## src/rtl/y86_pkg.sv

```systemverilog
// Shared constants for the Y86 pipeline: icodes, register IDs,
// condition selectors and condition-code layout.
package y86_pkg;

    // Instruction codes seen by the execute stage
    localparam logic [3:0] I_NOP  = 4'h1;
    localparam logic [3:0] I_CMOV = 4'h2;
    localparam logic [3:0] I_OPQ  = 4'h6;
    localparam logic [3:0] I_JXX  = 4'h7;

    // Register ID meaning "no destination"
    localparam logic [3:0] RNONE = 4'hF;

    // ifun encodings used as condition selectors by jXX/cmovXX
    localparam logic [3:0] C_ALWAYS = 4'h0;
    localparam logic [3:0] C_LE     = 4'h1;
    localparam logic [3:0] C_L      = 4'h2;
    localparam logic [3:0] C_E      = 4'h3;
    localparam logic [3:0] C_NE     = 4'h4;
    localparam logic [3:0] C_GE     = 4'h5;
    localparam logic [3:0] C_G      = 4'h6;

    // Bit positions inside the {ZF,SF,OF} condition-code vector
    localparam int ZF = 2;
    localparam int SF = 1;
    localparam int OF = 0;

    // CC value after reset: zero flag set, others clear
    localparam logic [2:0] CC_RESET = 3'b100;

endpackage

```

## src/rtl/cc_reg.sv

```systemverilog
// Small register with synchronous reset and load enable,
// used to hold the architectural condition codes.
module cc_reg #(
    parameter logic [2:0] RST_VAL = 3'b100
) (
    input  logic       clock,
    input  logic       reset,
    input  logic       load,
    input  logic [2:0] d,
    output logic [2:0] q
);

    // Reset wins over load; otherwise hold unless load is asserted
    always_ff @(posedge clock) begin
        if (reset) begin
            q <= RST_VAL;
        end else if (load) begin
            q <= d;
        end
    end

endmodule

```

## src/rtl/exec_cond_unit.sv

```systemverilog
// Execute-stage condition handling: owns the CC register, evaluates
// jXX/cmovXX conditions, squashes failed cmov destinations, flags
// jump mispredicts and registers the E-to-M pipeline fields.
module exec_cond_unit
    import y86_pkg::*;
#(
    parameter int WIDTH = 64
) (
    input  logic             clock,
    input  logic             reset,
    input  logic [3:0]       E_icode,
    input  logic [3:0]       E_ifun,
    input  logic [3:0]       E_dstE,
    input  logic [WIDTH-1:0] E_valA,
    input  logic [WIDTH-1:0] e_valE,
    input  logic [2:0]       new_cc,
    input  logic             m_exc,
    input  logic             W_exc,
    input  logic             M_stall,
    input  logic             M_bubble,
    output logic [2:0]       cc,
    output logic             e_Cnd,
    output logic [3:0]       e_dstE,
    output logic             e_mispredict,
    output logic [3:0]       M_icode,
    output logic             M_Cnd,
    output logic [3:0]       M_dstE,
    output logic [WIDTH-1:0] M_valE,
    output logic [WIDTH-1:0] M_valA,
    output logic             M_mispredict
);

    logic set_cc;
    logic zf;
    logic sf;
    logic of;

    // Only OPq writes CC, and never while a later stage holds an exception
    assign set_cc = (E_icode == I_OPQ) & ~m_exc & ~W_exc;

    cc_reg #(
        .RST_VAL(CC_RESET)
    ) u_cc_reg (
        .clock(clock),
        .reset(reset),
        .load (set_cc),
        .d    (new_cc),
        .q    (cc)
    );

    assign zf = cc[ZF];
    assign sf = cc[SF];
    assign of = cc[OF];

    // Evaluate the selected condition against the current (pre-update) CC
    always_comb begin
        e_Cnd = 1'b0;
        unique case (E_ifun)
            C_ALWAYS: e_Cnd = 1'b1;
            C_LE:     e_Cnd = (sf ^ of) | zf;
            C_L:      e_Cnd = sf ^ of;
            C_E:      e_Cnd = zf;
            C_NE:     e_Cnd = ~zf;
            C_GE:     e_Cnd = ~(sf ^ of);
            C_G:      e_Cnd = ~(sf ^ of) & ~zf;
            default:  e_Cnd = 1'b0;
        endcase
    end

    // A cmov whose condition fails must not write its destination;
    // the core predicts every jump taken, so a false jXX is a mispredict
    always_comb begin
        e_dstE       = E_dstE;
        e_mispredict = 1'b0;
        if ((E_icode == I_CMOV) && !e_Cnd) begin
            e_dstE = RNONE;
        end
        if ((E_icode == I_JXX) && !e_Cnd) begin
            e_mispredict = 1'b1;
        end
    end

    // E-to-M pipeline register: reset > bubble > stall > load
    always_ff @(posedge clock) begin
        if (reset || M_bubble) begin
            M_icode      <= I_NOP;
            M_Cnd        <= 1'b0;
            M_dstE       <= RNONE;
            M_valE       <= '0;
            M_valA       <= '0;
            M_mispredict <= 1'b0;
        end else if (!M_stall) begin
            M_icode      <= E_icode;
            M_Cnd        <= e_Cnd;
            M_dstE       <= e_dstE;
            M_valE       <= e_valE;
            M_valA       <= E_valA;
            M_mispredict <= e_mispredict;
        end
    end

endmodule

```

## config.mk

```make
export PLATFORM = sky130hd
export DESIGN_NAME = exec_cond_unit
export DESIGN_NICKNAME = d
export VERILOG_FILES = /design/src/rtl/y86_pkg.sv /design/src/rtl/cc_reg.sv /design/src/rtl/exec_cond_unit.sv
export SDC_FILE = /design/constraint.sdc
export NUM_CORES = 1
export LEC_CHECK = 0
export ABC_AREA = 1
export BUFFER_PORTS_ARGS = -buffer_cell sky130_fd_sc_hd__buf_2
export CAP_MARGIN = 30
export CORE_AREA = 2 2 115 117
export DETAILED_ROUTE_END_ITERATION = 10
export DIE_AREA = 0 0 117 119
export PLACE_DENSITY = 0.75
export SKIP_LAST_GASP = 1
export SLEW_MARGIN = 20
export SYNTH_ARGS = -nofsm -noshare
export SYNTH_HDL_FRONTEND = slang
export SYNTH_SLANG_ARGS = --single-unit
```

## constraint.sdc

```tcl
create_clock -name clock -period 1.5 [get_ports clock]
set_input_delay 0.075 -clock clock [delete_from_list [all_inputs] [get_ports clock]]
set_output_delay 0.075 -clock clock [all_outputs]
set_load 0.005 [all_outputs]
```

After elaboration in Yosys (flattened, before gate mapping). Index checks and enable logic that the tools add are counted.

Bits in registers: 141. Output and inout port bits: 147. Logic and storage cells: 33. Bits of input ports: 149.

Reductions and logical operators: 5. Bitwise logic cells: 9. Multiplexer cells: 3. Equality and inequality tests: 9.

Operator list (count): $eq 4x3->1 const B (5); $eq 4x2->1 const B (3); $pmux 1 s7 (1); $eq 4x1->1 const B (1); $logic_not 4->1 (1); $mux 4 (1); $not 1->1 (4); $and 1x1->1 (3); $logic_and 1x1->1 (2); $logic_not 1->1 (1); $logic_or 1x1->1 (1); $mux 1 (1); $or 1x1->1 (1); $xor 1x1->1 (1).

Longest topological paths before layout. Gate-level depths: netlist (run 1).

Depth after elaboration: 7. Depth in mapped cells: 11. Depth with buffers taken out: 11.

Modules after synthesis. A second synthesis (run 1) with hierarchy kept.

Cell total of the unflattened synthesis: 663. Area, all modules: 5141.2 µm².

By module, submodules not included: exec_cond_unit (times used 1, area each 5023.6 µm², sequential area each 2762.6 µm², cells each 645); cc_reg (times used 1, area each 117.6 µm², sequential area each 60.1 µm², cells each 18).

Least setup slack after synthesis (run 1). No wires, ideal clock.

Path kind: reg-to-reg. From: reg u_cc_reg.q[2]. To: reg M_dstE[0]. Setup slack: 0.428 ns. Arrival time: 0.960 ns. Period minus slack after synthesis: 1.072 ns. Library setup time: 0.112 ns. Required time: 1.388 ns. Cell stages (with the launch flop): 10. Cells stage by stage: dfxtp_1 -> nand2_1 -> nand3_1 -> nor2_1 -> nor2_1 -> nand2_2 -> nand2_4 -> nand2_2 -> nand2_1 -> nand2_1.

Cells in the longest elaborated chain, start to end: 6. Elaborated cells between the ends (all ways): 7.

RTL lines: from (decl) (RTL line cc_reg.sv:10) `output logic [2:0] q`; from (signal assigned) (RTL line cc_reg.sv:16) `q <= RST_VAL;`; from (signal assigned) (RTL line cc_reg.sv:18) `q <= d;`; $not 1->1 (RTL line exec_cond_unit.sv:63, exec_cond_unit.sv:65); $and 1x1->1 (RTL line exec_cond_unit.sv:65) `C_G: e_Cnd = ~(sf ^ of) & ~zf;`; $pmux 1 s7 * (RTL line exec_cond_unit.sv:58) `unique case (E_ifun)`; $logic_not 1->1 * (RTL line exec_cond_unit.sv:75) `if ((E_icode == I_CMOV) && !e_Cnd) begin`; $logic_and 1x1->1 * (RTL line exec_cond_unit.sv:75); $mux 4 * (RTL line exec_cond_unit.sv:75); net e_dstE[0] (RTL line exec_cond_unit.sv:23) `output logic [3:0] e_dstE,`; to (signal assigned) (RTL line exec_cond_unit.sv:95) `M_dstE <= e_dstE;`; to (decl) (RTL line exec_cond_unit.sv:27) `output logic [3:0] M_dstE,`.

The timed path passes the listed nets; every way through them passes the cells marked *. A chain may end at the register's enable or synchronous reset.

Worst setup path in the final report (run 1).
From: reg u_cc_reg.q[1]. To: out e_dstE[0].

Cells in the longest elaborated chain, start to end: 7. Elaborated cells between the ends (all ways): 8.

RTL lines (RTL line): $xor 1x1->1 *; $not 1->1 (exec_cond_unit.sv:64, exec_cond_unit.sv:65); $and 1x1->1 (exec_cond_unit.sv:65); $pmux 1 s7 * (exec_cond_unit.sv:58); $logic_not 1->1 * (exec_cond_unit.sv:75); $logic_and 1x1->1 * (exec_cond_unit.sv:75); $mux 4 * (exec_cond_unit.sv:75); to (decl) (exec_cond_unit.sv:23).

Mark *: on every way between the ends. The rest lies on a longest branch, timed or not.

==> metrics, run 1 <==
status=finished, violations left; failing checks=negative setup slack; DRC=0; drt wl/cell=13.9 um; GPL Wtd Cong=0.839; Clk pin slew, worst setup/hold paths=60 ps; Worst R2R Setup Slack=0 ps; critical path type=reg -> out; most common cell in the netlist=nand2_1; TritonRoute pass-1 iters=6; layout overhead on the synthesized area=70.0%; slew margin rel.=0.578; WHS Path Cells=3; fin crit period=1550 ps; tightest hold margin=42.4 ps; Routed Antenna Nets=0; crit end category=primary output; hold_sp=M_stall; setup ws final=-46.8 ps; post-synth cell types=21; Placed Cells incl. Taps=1091; CP required=1420 ps; EDFF count, synth=0; crit path max fanout=4; H-tree level count=4; Initial Utilization=0.403; Post-Synthesis Cell Area=5190 um2; hpwl dp=9790 um; Final Cycle Share=1.03; Critical R2R Capture=M_dstE[2]; die width=117 um; setup violators final=7; startpoint types=flip-flop; vias=6054; fin cells=1277; synthesized instance count=657; overall routed net length=17700 um; Iter 0 DRT Violations=418; Overflow after GRT=0; top cells by count, synth=290 x nand2_1, 141 x dfxtp_1, 125 x a21oi_1; initial antenna violation count=0; die area=13900 um2; design area=8820 um2; sequential fraction of the synthesis area=0.544; Overall Global Routing Usage=0.241; clock skew=3.89 ps; std cell rows=42; # nets final=1238; synthesis-stage register bit count=141; Max VDD drop=0.737 mV; Via density=4.74; CTS tree=done; root buffer cell=clkbuf_16; Core ar.=12900 um2; fill count=952; Syn Area/Cell=7.90 um2; leak pwr=0.00425 uW; port buffer count=295; Num CTS Buffers=17; Clk Latency, worst-skew pair=400 ps; r2r startpoint=u_cc_reg.q[1]; die height=119 um; Max Buffers Root-to-Sink=2; Final Max Tran Viols=0; FF-to-FF path depth=13; PwrDens=1040 nW/um2; max cap viols=0; synth warn=0; largest cells by area after synthesis=dfxtp_1 54%, nand2_1 21%, a21oi_1 12%; first-pass GRT wire length=26700 um; asr flop ratio synth=0; Antenna Cells=0; IO Count=296; syn nets=806; Critical Path AT=1470 ps; Fmax=647 MHz; largest net degree at the start of global routing=129; # clock sinks=141; share of post-route cells with drive strength above 1=0.335; unrepaired setup endpoints after global routing=true; largest area contributor in the netlist=dfxtp_1; hold endpoint=M_valE[37]; placed instance area=6690 um2; vias in the first global route=5857; Yosys top cell area share=0.544; measured slew at the worst slew-check pin=632 ps; Tightest Hold Check Type=in -> reg; ys flop type=dfxtp_1; Hold Vio Cnt, Final=0
-- sequential cells by signal, indices dropped and copies added, names as in the netlist --
| name | count |
|---|---|
| M_icode | 4 |
| M_Cnd | 1 |
| u_cc_reg.q | 3 |
| M_mispredict | 1 |
| M_valE | 64 |
| M_dstE | 4 |
| M_valA | 64 |
-- layout by cell type, fill, tap and decap left out, types with 3 or more instances in the layout --
cell,netlist,layout
clkbuf_1,8,3
clkbuf_16,0,17
buf_4,11,9
dfxtp_2,0,3
buf_12,0,5
nand3_1,4,4
buf_2,12,294
dfxtp_1,141,138
inv_1,18,16
clkinv_4,0,3
a21oi_2,10,10
nand2_1,290,286
dlygate4sd3_1,0,149
a21oi_1,125,125
o21ai_0,6,6
nand2_2,6,10
nor2_1,4,3
-- stage by stage --
step	setup TNS (ps)	util	total power (uW)	worst slack (ps)
6_report	-219	0.685	9130	-46.8
5_1_grt	-976	0.685	9490	-154
4_1_cts	-261	0.684	9170	-58.1
3_5_place_dp	0	0.520	4800	355
3_3_place_gp	0	0.520	4790	394
2_1_floorplan	0	-	4420	428
-- layer usage --
| metal | GRT usage | up-vias | part of all wire |
|---|---|---|---|
| met5 | 0 | - | 0 |
| met4 | 0.137 | 0 | 0.036 |
| met3 | 0.0799 | 53 | 0.090 |
| met2 | 0.415 | 308 | 0.49 |
| met1 | 0.253 | 2749 | 0.38 |
| li1 | - | 2944 | - |
-- cells by family after synthesis --
group | share of synthesized area
AND/OR/NAND/NOR | 0.235
flip-flops | 0.544
AO/OA/AOI/OAI | 0.145
buffers and inverters | 0.0760
-- power by group --
group	switching, uW	total (uW)	internal, uW
sequential	59.8	3930	3870
combinational	524	1140	620
clock	1530	4060	2530
total	2110	9130	7020
-- worst max-delay path by stage --
stage	from	to	slack (ps)	depth (start not counted)
2_1_floorplan	u_cc_reg.q[2]	M_dstE[0]	430	9
3_3_place_gp	M_stall	M_valA[58]	390	5
3_5_place_dp	M_stall	M_valE[22]	360	5
4_1_cts	u_cc_reg.q[1]	e_dstE[2]	-60	9
5_1_grt	u_cc_reg.q[0]	e_dstE[2]	-150	10
6_report	u_cc_reg.q[1]	e_dstE[0]	-50	9
-- worst max-delay path, stage by stage, from the launching register on --
cell	delay (ps)
dfxtp_2	330
inv_2	60
nand2_2	40
nand2_2	70
nor2_1	40
nor2_1	110
nand2_2	110
nand2_4	110
nand2_2	60
buf_2	120
-- timing repair --
action,4_1_cts,5_1_grt
resized for setup,5,5
hold buffers,150,0
setup buffers,4,2
cloned,0,0
hold endpoints to repair,140,0
setup endpoints to repair,5,8
pin swaps,6,6
-- final cells by class --
class | count | area [um2] | area share
inverter | 20 | 80.1 | 0.00908
multi-input combinational | 452 | 1980 | 0.225
timing repair buffer | 457 | 3130 | 0.355
sequential | 141 | 2830 | 0.321
clock inverter | 9 | 113 | 0.0128
clock buffer | 22 | 464 | 0.0526
tap | 176 | 220 | 0.0250
Power figures use the tool's default switching activity.
==> inputs of run 2 (changes only) <==
CORE_AREA = 2 2 114 116   (was 2 2 115 117)
DIE_AREA = 0 0 116 118   (was 0 0 117 119)
PLACE_DENSITY = 0.76   (was 0.75)
SYNTH_HIERARCHICAL = 1   (was default)
==> run 2 against run 1 <==
The flow still finishes with violations (negative setup slack). Critical path depth is 1 higher. Synthesized area is 0.92% lower. Largest cell class unchanged. Critical endpoint is now e_dstE[3]. Synthesized cell count is 0.91% higher.
==> metrics, run 2 <==
Slowest cell on crit path=dfxtp_2; die area=13700 um2; clock skew=3.44 ps; root buffer cell=clkbuf_16; critical path type=reg -> out; Via density=4.87; leak pwr=0.00423 uW; Clk Latency, worst-skew pair=410 ps; crit end category=primary output; Overall Global Routing Usage=0.270; FF-to-FF path depth=3; PwrDens=1090 nW/um2; Yosys top cell area share=0.549; Critical R2R Capture=u_cc_reg/q[2]; port buffer count=295; status=finished, violations left; DRC=0; DR WL met2=9620 um; TritonRoute pass-1 iters=5; cell breakdown of the critical path=inv_2, nand2_2, nand2_2, nand2_1, nand2_1, nand2_1, nand2_2, nand2_4, nand2_2, buf_2; largest area contributor in the netlist=dfxtp_1; ys flop type=dfxtp_1; Max VDD drop=1.03 mV; # clock sinks=141; commonest non-fill, non-tap cell in the layout=buf_2; GPL Wtd Cong=0.862; crit path max fanout=4; layout overhead on the synthesized area=71.0%; Iter 0 DRT Violations=460; largest net degree at the start of global routing=137; startpoint types=flip-flop; hold endpoint=M_mispredict; CP required=1420 ps; placed instance area=6700 um2; vias in the first global route=6271; Clk pin slew, worst setup/hold paths=60 ps; r2r startpoint=u_cc_reg/q[2]; slew margin rel.=0.614; first-pass GRT wire length=29100 um; Routed Antenna Nets=0; drt wl/cell=14.8 um; IO Count=296; Worst R2R Setup Slack=330 ps; Max Buffers Root-to-Sink=2; Final Max Tran Viols=0; initial antenna violation count=0; Overflow after GRT=0; most frequent cells in the layout=294 x buf_2, 293 x nand2_1, 142 x dlygate4sd3_1, 138 x dfxtp_1, 123 x a21oi_1; Metal-1 WL=6650 um; setup violators final=5; WHS Path Cells=5; Critical Path AT=1480 ps; syn nets=812; std cell rows=41; critical path launch point=u_cc_reg/q[0]; # nets final=1234; CP most frequent cell=nand2_2; fin crit period=1550 ps; tightest hold margin=61.2 ps; setup ws final=-53.0 ps; largest cells by area after synthesis=dfxtp_1 55%, nand2_1 22%, a21oi_1 12%; Syn Area/Cell=7.75 um2; die height=118 um; asr flop ratio synth=0; Initial Utilization=0.414; design area=8790 um2; max cap viols=0; failing checks=negative setup slack; Top Metal Used=met4; measured slew at the worst slew-check pin=579 ps; Final Cycle Share=1.04; Hold Vio Cnt, Final=0; die width=116 um; post-synth cell types=22; Post-Synthesis Cell Area=5140 um2; synthesized instance count=663; largest registers=M_valA: 64 flops, M_valE: 64 flops; setup TNS=-189 ps; synth warn=6; Crit path largest cell delay=360 ps; Tightest Hold Check Type=in -> reg; overall routed net length=18800 um; vias=6182; met3 wire length=1540 um; unrepaired setup endpoints after global routing=true; Antenna Cells=0; hpwl dp=10100 um; Num CTS Buffers=17; Fmax=644 MHz; share of post-route cells with drive strength above 1=0.331; H-tree level count=4; CTS tree=done; hold_sp=E_icode[0]; most common cell in the netlist=nand2_1; Core ar.=12400 um2; sequential fraction of the synthesis area=0.549; synthesis-stage register bit count=141; top cells by count, synth=296 x nand2_1, 141 x dfxtp_1, 123 x a21oi_1; EDFF count, synth=0
## run 2: cell types whose count changed in the layout (fill, tap and decap cells not counted), moves of 3 or more
cell | before | now
dlygate4sd3_1 | 149 | 142
nand2_1 | 286 | 293
nor2_1 | 3 | 8
inv_1 | 16 | 20
buf_4 | 9 | 6
bufinv_16 | 2 | 5
clkinv_4 | 3 | 0
nand2_2 | 10 | 7
o21ai_0 | 6 | 3
## run 2: what timing repair did
item,4_1_cts,5_1_grt
hold endpoints to repair,139,0
gates resized for setup,3,7
setup endpoints to repair,5,6
hold buffers,142,0
pin swaps,1,3
buffers inserted,1,1
## run 2: area by class of cell
cell class,instances,area [um2]
Clock buffer,20,447
Timing Repair Buffer,447,3040
Fill cell,926,3620
Clock inverter,12,193
Sequential cell,141,2830
Multi-Input combinational cell,454,1970
Inverter,24,95.1
Tap cell,172,215
## run 2: layer usage
| metal | global-route usage | vias to the layer above |
|---|---|---|
| li1 | - | 2943 |
| met4 | 0.196 | 0 |
| met3 | 0.0922 | 89 |
| met5 | 0 | - |
| met2 | 0.465 | 353 |
| met1 | 0.262 | 2797 |
## run 2: through the flow
step	utilization	setup slack (ps)	cells	total power, uW
2_1_floorplan	-	423	663	4400
3_3_place_gp	0.539	401	1094	4790
3_5_place_dp	0.539	364	1094	4800
4_1_cts	0.706	-26.8	1269	9620
5_1_grt	0.708	-165	1270	9940
6_report	0.708	-53.0	1270	9620
## run 2: where the power goes
part	switching (uW)	leakage, uW	internal [uW]
combinational	532	0.00278	601
clock	1590	0.000306	2980
sequential	58.8	0.00115	3860
total	2180	0.00423	7450
## run 2: logic make-up after synthesis
| group | share of synthesized area |
|---|---|
| buffers and inverters | 0.0696 |
| AOI/OAI and AO/OA | 0.143 |
| and+or+nand+nor | 0.239 |
| DFF | 0.549 |
## run 2: worst max-delay path by stage
stage | end | slack (ps) | cells after the start
finish | e_dstE[3] | -50 | 10
detailed placement | M_dstE[1] | 360 | 11
CTS | e_dstE[3] | -30 | 9
global route | e_dstE[3] | -160 | 10
floorplan | M_dstE[0] | 420 | 11
global placement | M_dstE[3] | 400 | 11
## run 2: worst max-delay path, delay by kind of cell (launching register included)
kind | cells | cell delay [ps]
and+or+nand+nor | 8 | 530
DFF | 1 | 360
buffers and inverters | 2 | 160
==> inputs of run 3 (changes only) <==
PLACE_DENSITY = 0.82   (was 0.76)
==> run 3 against run 2 <==
The flow still finishes with violations (negative setup slack). Via count rose by 0.45%. Maximum frequency up 0.47%. Combinational power hardly changed. Routed wire length up 2.0%. Clock skew is 1.7 ps lower. Non-clock buffer count up 4. Cell area down 0.11%. Sequential share of layout area about the same. Register-to-register slack worse by 90 ps. Utilization fell by 0.081 points. Flip-flop and latch count did not move. First-iteration DRC count up 29%. Largest power group unchanged.
==> metrics, run 3 (synthesis gave the netlist of run 2 again) <==
Core ar.=12400 um2; placed instance area=6670 um2; GPL Wtd Cong=0.851; CP most frequent cell=nand2_2; CP required=1420 ps; layout overhead on the synthesized area=70.8%; vias=6210; die area=13700 um2; largest registers=M_valA: 64 flops, M_valE: 64 flops; leak pwr=0.00423 uW; status=finished, violations left; max cap viols=0; Num CTS Buffers=17; Routed Antenna Nets=0; crit end category=primary output; crit path max fanout=4; tightest hold margin=53.2 ps; die width=116 um; drt wl/cell=15.1 um; fin cells=1275; vias in the first global route=6220; Final Cycle Share=1.03; fin crit period=1550 ps; multi-input logic area=1980 um2; hpwl dp=10000 um; die height=118 um; Hold Vio Cnt, Final=0; CTS tree=done; # nets final=1238; Placed Cells incl. Taps=1094; WHS Path Cells=5; Crit path largest cell delay=330 ps; Iter 0 DRT Violations=595; Critical Path AT=1470 ps; FF-to-FF path depth=11; overall routed net length=19200 um; Clk Latency, worst-skew pair=410 ps; port buffer count=295; IO Count=296; std cell rows=41; Initial Utilization=0.414; cell breakdown of the critical path=inv_2, nand2_2, nand2_2, nor2_1, nor2_1, nand2_2, nand2_4, nand2_2, buf_6; TritonRoute pass-1 iters=5; Max Buffers Root-to-Sink=2; Via density=4.87; share of post-route cells with drive strength above 1=0.334; most frequent cells in the layout=293 x buf_2, 291 x nand2_1, 144 x dlygate4sd3_1, 138 x dfxtp_1, 123 x a21oi_1; DRC=0; largest net degree at the start of global routing=74; fill count=850; Tightest Hold Check Type=in -> reg; failing checks=negative setup slack; Overflow after GRT=0; Place WS=311 ps; initial antenna violation count=1; H-tree level count=4; Overall Global Routing Usage=0.269; first-pass GRT wire length=29200 um; setup ws final=-45.8 ps; Max VDD drop=0.760 mV; clock skew=1.70 ps; commonest non-fill, non-tap cell in the layout=buf_2; Sequential Area=2830 um2; slew margin rel.=0.526; Clk pin slew, worst setup/hold paths=60 ps; # clock sinks=141; measured slew at the worst slew-check pin=710 ps; unrepaired setup endpoints after global routing=true; root buffer cell=clkbuf_16; Fmax=647 MHz; setup violators final=5; PwrDens=1070 nW/um2; design area=8780 um2; Final Max Tran Viols=0; critical path type=reg -> out; Slowest cell on crit path=dfxtp_2; startpoint types=flip-flop
==> run 3: cell types whose count changed in the layout (fill, tap and decap cells not counted), moves of 2 or more <==
cell | previous run | this run
buf_12 | 5 | 3
nand2_2 | 7 | 10
dlygate4sd3_1 | 142 | 144
buf_4 | 6 | 10
nand2_1 | 293 | 291
clkinv_2 | 4 | 6
==> run 3: power breakdown <==
part	switching [uW]	internal, uW	total, uW
Clock	1560	2760	4320
Sequential	63.9	3870	3930
Combinational	537	603	1140
Total	2160	7230	9390
==> run 3: path summary, 6_finish.rpt <==
| check | slack, ps | from | end |
|---|---|---|---|
| worst min-delay path | 50 | E_icode[0] | M_mispredict |
| worst min register to register | 450 | M_valE[44] | M_valE[44] |
| worst max-delay path | -50 | u_cc_reg/q[0] | e_dstE[0] |
| worst max register to register | 240 | u_cc_reg/q[0] | M_dstE[1] |
==> run 3: cell type report <==
class                           instances  area share
Inverter                               24      0.0108
Clock buffer                           19      0.0493
Timing Repair Buffer                  451       0.348
Tap cell                              172      0.0245
Sequential cell                       141       0.322
Antenna cell                            1    0.000285
Clock inverter                         13      0.0197
Multi-Input combinational cell        454       0.225
==> run 3: what timing repair did <==
action,in CTS,in global routing
gates resized for setup,3,10
pin swaps,2,6
hold endpoints to repair,141,0
hold buffers,145,0
setup endpoints to repair,5,10
setup buffers,1,3
==> run 3: worst max-delay path, delay by kind of cell, from the launching register on <==
family	cells	cell delay [ps]
buffers and inverters	2	170
DFF	1	330
and+or+nand+nor	7	550
==> run 3: per-layer routing <==
metal	vias up	GRT usage	routed length, um
met1	2822	0.282	7050
met5	-	0	0
met4	0	0.158	963
met3	88	0.0695	1490
met2	352	0.475	9720
li1	2948	-	-
==> run 3: metrics by stage <==
step            util  power (uW)  setup TNS [ps]
2_1_floorplan      -        4400               0
5_1_grt        0.707        9700            -645
3_5_place_dp   0.537        4790               0
6_report       0.707        9390            -149
3_3_place_gp   0.537        4770               0
4_1_cts        0.704        9370            -194
